File: config.mk
export PLATFORM = sky130hd
export DESIGN_NAME = pipeline_control
export DESIGN_NICKNAME = d
export VERILOG_FILES = /design/src/rtl/pipeline_control.sv
export SDC_FILE = /design/constraint.sdc
export NUM_CORES = 1
export LEC_CHECK = 0
export CELL_PAD_IN_SITES_DETAIL_PLACEMENT = 1
export CELL_PAD_IN_SITES_GLOBAL_PLACEMENT = 1
export CORE_ASPECT_RATIO = 1.5
export CORE_MARGIN = 2
export CORE_UTILIZATION = 36
export CTS_CLUSTER_DIAMETER = 30
export DETAILED_ROUTE_END_ITERATION = 16
export PLACE_DENSITY = 0.9
export SLEW_MARGIN = 10
export SYNTH_ARGS = -nofsm -noshare
export SYNTH_HDL_FRONTEND = slang
export SYNTH_SLANG_ARGS = --single-unit
export TNS_END_PERCENT = 30
File: constraint.sdc
create_clock -name clk -period 2.6 [get_ports clk]
set_input_delay 0.52 -clock clk [delete_from_list [all_inputs] [get_ports clk]]
set_output_delay 0.52 -clock clk [all_outputs]
set_load 0.01 [all_outputs]
File: src/rtl/pipeline_control.sv
// Hazard and stall controller for a 5-stage pipeline: load-use bubbles,
// taken-branch flushes, memory wait with sticky timeout, and a stall-cycle counter.
module pipeline_control #(
    parameter int unsigned FLUSH_CYCLES = 1,
    parameter int unsigned MEM_TIMEOUT  = 255
) (
    input  logic        clk,
    input  logic        rst_n,
    input  logic [4:0]  idRs,
    input  logic [4:0]  idRt,
    input  logic        exMemRead,
    input  logic [4:0]  exRt,
    input  logic        branchTaken,
    input  logic        memBusy,
    output logic        pcEnable,
    output logic        ifIdEnable,
    output logic        pipeEnable,
    output logic        ifIdFlush,
    output logic        idExFlush,
    output logic [1:0]  state,
    output logic [15:0] stallCount,
    output logic        memTimeout
);

    typedef enum logic [1:0] {
        RUN      = 2'd0,
        FLUSH    = 2'd1,
        MEM_WAIT = 2'd2
    } state_t;

    localparam logic [1:0] FLUSH_RELOAD = 2'(FLUSH_CYCLES - 1);
    localparam logic [7:0] TIMEOUT      = 8'(MEM_TIMEOUT);

    state_t     cur_state;
    state_t     nxt_state;
    logic [1:0] flush_cnt;
    logic [1:0] flush_nxt;
    logic [7:0] busy_cnt;
    logic       load_use;

    assign load_use = exMemRead && (exRt != 5'd0) && ((exRt == idRs) || (exRt == idRt));
    assign state    = cur_state;

    always_comb begin
        pcEnable   = 1'b1;
        ifIdEnable = 1'b1;
        pipeEnable = 1'b1;
        ifIdFlush  = 1'b0;
        idExFlush  = 1'b0;
        nxt_state  = cur_state;
        flush_nxt  = flush_cnt;
        if (!rst_n) begin
            nxt_state = RUN;
        end else if (memBusy) begin
            pcEnable   = 1'b0;
            ifIdEnable = 1'b0;
            pipeEnable = 1'b0;
            nxt_state  = MEM_WAIT;
        end else if (branchTaken) begin
            // Same outputs whether the branch resolves in RUN, FLUSH or on MEM_WAIT exit
            ifIdFlush = 1'b1;
            idExFlush = 1'b1;
            flush_nxt = FLUSH_RELOAD;
            nxt_state = (FLUSH_CYCLES > 1) ? FLUSH : RUN;
        end else if (cur_state == FLUSH) begin
            ifIdFlush = 1'b1;
            flush_nxt = flush_cnt - 2'd1;
            nxt_state = (flush_nxt == 2'd0) ? RUN : FLUSH;
        end else begin
            if (load_use) begin
                pcEnable   = 1'b0;
                ifIdEnable = 1'b0;
                idExFlush  = 1'b1;
            end
            // A flush interrupted by memBusy resumes once the wait is over
            nxt_state = (flush_cnt != 2'd0) ? FLUSH : RUN;
        end
    end

    always_ff @(posedge clk or negedge rst_n) begin
        if (!rst_n) begin
            cur_state  <= RUN;
            flush_cnt  <= '0;
            busy_cnt   <= '0;
            stallCount <= '0;
            memTimeout <= 1'b0;
        end else begin
            cur_state <= nxt_state;
            flush_cnt <= flush_nxt;
            if (memBusy && (cur_state == MEM_WAIT)) begin
                if (busy_cnt != TIMEOUT) begin
                    busy_cnt <= busy_cnt + 8'd1;
                    if ((busy_cnt + 8'd1) == TIMEOUT)
                        memTimeout <= 1'b1;
                end
            end else if (!memBusy) begin
                busy_cnt <= '0;
            end
            if ((!pcEnable || ifIdFlush || idExFlush) && (stallCount != '1))
                stallCount <= stallCount + 16'd1;
        end
    end

endmodule

==> run_results.csv <==
group,metric,value,unit
clocking,cts_buffer_depth,2,
clocking,cts_made_buffers,5,
layout,drive_above_1_share,0.177,
synth,synth.top_cell.area_share,0.438,
placement,place.gp.congestion,0.815,
clocking,cts_tree,"yes",
synth,syn_nets,193,
routing,viasPerCell,5.29,
timing,setup_viol,0,
routing,drt-initial-drc-count,17,
layout,fin_util,0.534,
synth,synth-edff-count,0,
placement,place_ws,-710,ps
critical_path,worst-setup-path-type,"in2out",
timing,worst_pin_slew,430,ps
synth,synth_seq_cells,29,
synth,synth_area_leaders,"dfrtp_1 (44%), xnor2_1 (11%), xor2_1 (5.8%)",
timing,period_share,0.975,
die,die_x,59.4,um
power,finalPower,1.33,mW
power,clock_power_share,0.313,
power,pwr-share-comb,0.255,
die,die_h,87.1,um
timing,skew,7.12,ps
clocking,cts-hold-fix-buffers,0,
timing,setup-tns-final,0,ps
grt,antenna_found_initial,0,
placement,port_buffers,43,
clocking,worstSkewPairLatency,290,ps
clocking,cts.sink_count,29,
layout,final_area,2380,um2
routing,vias,1480,
power,leakage,1.11,nW
critical_path,end_kind,"primary output",
synth,yosys_warnings,0,
layout,num_antenna_cells,0,
critical_path,cp.required,2080,ps
timing,maxSlewHeadroom,0.713,
clocking,htreeDepth,2,
placement,dp_cells,270,
timing,fin_ws,65.3,ps
power,switching_share,0.294,
grt,grt_max_degree,10,
hold_path,hold_class,"reg2reg",
die,num_rows,30,
synth,synth_top_area_cell,"dfrtp_1",
die,die_area,5170,um2
layout,fin_nets,256,
critical_path,critPathLaunchType,"primary input",
critical_path,worstPathArrival,2010,ps
power,ir_drop,0.342,mV
grt,overflow,0,
die,start_util,0.371,
synth,avgSynthCellArea,9.86,um2
synth,synth_most_common_cell,"dfrtp_1",
power,p_sw,0.392,mW
routing,ant_nets,0,
timing,hold_viol,0,
synth,netlist_area,1660,um2
timing,rsz0062_at_grt,"no",
synth,yosysSeqAreaShare,0.438,
timing,max_clock_freq,0.395,GHz
timing,maxSlewViolCount,0,
power,seq_power_share,0.433,
power,p_int,0.943,mW
routing,wl_per_cell,16.2,um
critical_path,path_max_fanout,2,
routing,remaining_drc_errors,0,
grt,grt_pass1_wl,7480,um
flow_run,maxCapViolCount,0,
clocking,path_clk_slew,70,ps
synth,postSynth.asyncResetShare,1.00,
die,boundaryPins,44,
placement,postPlaceCellArea,2230,um2
timing,fin_crit,2530,ps
status,outcome,"completed",
synth,netlist_top_cells_count,"dfrtp_1 (29), xnor2_1 (21), nand2_1 (18)",
die,core_area,4470,um2
synth,synth_cell_types,38,
synth,syn_inst,168,
layout,finalNonFillerCells,280,
grt,grt_pass1_vias,1643,
synth,yosys_most_used_dff,"dfrtp_1",
grt,grt_util_all_layers,0.191,
timing,holdWs,491,ps
placement,hpwl,3390,um
routing,dr.pass1.iters,4,
clocking,cts-root-buf,"clkbuf_8",
layout,fillers,499,
layout,syn2layout_area_growth,44.0,%
routing,drt-total-wl,4530,um
power,power_density,559,nW/um2
## placed cells by master, fill, tap and decap left out, types with 2 or more instances in the layout
master | Yosys | routed
nand3_1 | 7 | 7
or3_1 | 2 | 2
inv_1 | 6 | 6
and3_1 | 6 | 6
clkbuf_8 | 0 | 7
buf_2 | 1 | 4
o21ai_0 | 4 | 3
nand4_1 | 8 | 8
dlymetal6s2s_1 | 0 | 5
nor3_1 | 3 | 3
buf_4 | 1 | 14
clkdlybuf4s15_1 | 0 | 2
dfrtp_1 | 29 | 29
o211a_1 | 3 | 3
nor2b_1 | 3 | 3
nor2_1 | 14 | 14
xor2_1 | 11 | 11
xnor2_1 | 21 | 20
nand2b_1 | 3 | 3
nand2_1 | 18 | 18
ha_1 | 5 | 5
clkdlybuf4s50_1 | 0 | 30
## cell families (layout without fill, tap and decap cells)
kind of cell	count (synthesis)	after routing	synth area share
xor+xnor	32	32	0.169
fa+ha+maj	5	5	0.0378
simple gates	72	72	0.224
mux	3	3	0.0219
compound gates	18	18	0.0854
flops	29	29	0.438
buf+inv	9	73	0.0234
## metal layers
metal,part of all wire,GRT usage,up-vias
li1,-,-,704
met1,0.39,0.211,724
met2,0.53,0.337,44
met3,0.060,0.0550,8
met4,0.015,0.0702,0
met5,0,0,-
## flip-flops by register name (all words and copies together), names as in the netlist
register / count
stallCount: 16
state: 2
flush_cnt: 2
busy_cnt: 8
memTimeout: 1
## path summary, 6_finish.rpt
check	startpoint	to	slack, ps	cells past startpoint
setup / recovery	exRt[3]	ifIdEnable	70	7
hold / removal	memTimeout	memTimeout	490	1
setup reg to reg	stallCount[7]	stallCount[1]	630	5
hold reg to reg	memTimeout	memTimeout	490	1
max in group asynchronous	rst_n	busy_cnt[2]	1650	3
min in group asynchronous	rst_n	state[1]	650	2
## critical path, cell delays in order
cell and delay (ps):
clkdlybuf4s15_1 180, or4_4 530, o21a_1 200, and2_4 170, nor3b_4 140, o21ai_2 130
buf_2 140
## repair_timing
action	4_1_cts	5_1_grt
resized for setup	25	15
pin swaps	4	11
setup endpoints to repair	3	3
buffers inserted	1	1
## power by group through the flow
stage	Sequential [mW]	Clock [mW]	Combinational, mW
finish	0.577	0.417	0.340
floorplan	0.588	0	0.128
detailed placement	0.583	0	0.339
CTS	0.575	0.429	0.341
global route	0.590	0.440	0.368
global placement	0.582	0	0.325
## cell type report
cell class,instances,area [um2],area share
multi-input combinational,130,938,0.393
sequential,29,726,0.304
timing repair buffer,58,533,0.224
clock buffer,7,96.3,0.0404
tap,48,60.1,0.0252
inverter,7,26.3,0.0110
clock inverter,1,5.00,0.00210
No activity file was read; power rests on OpenSTA's default activity.
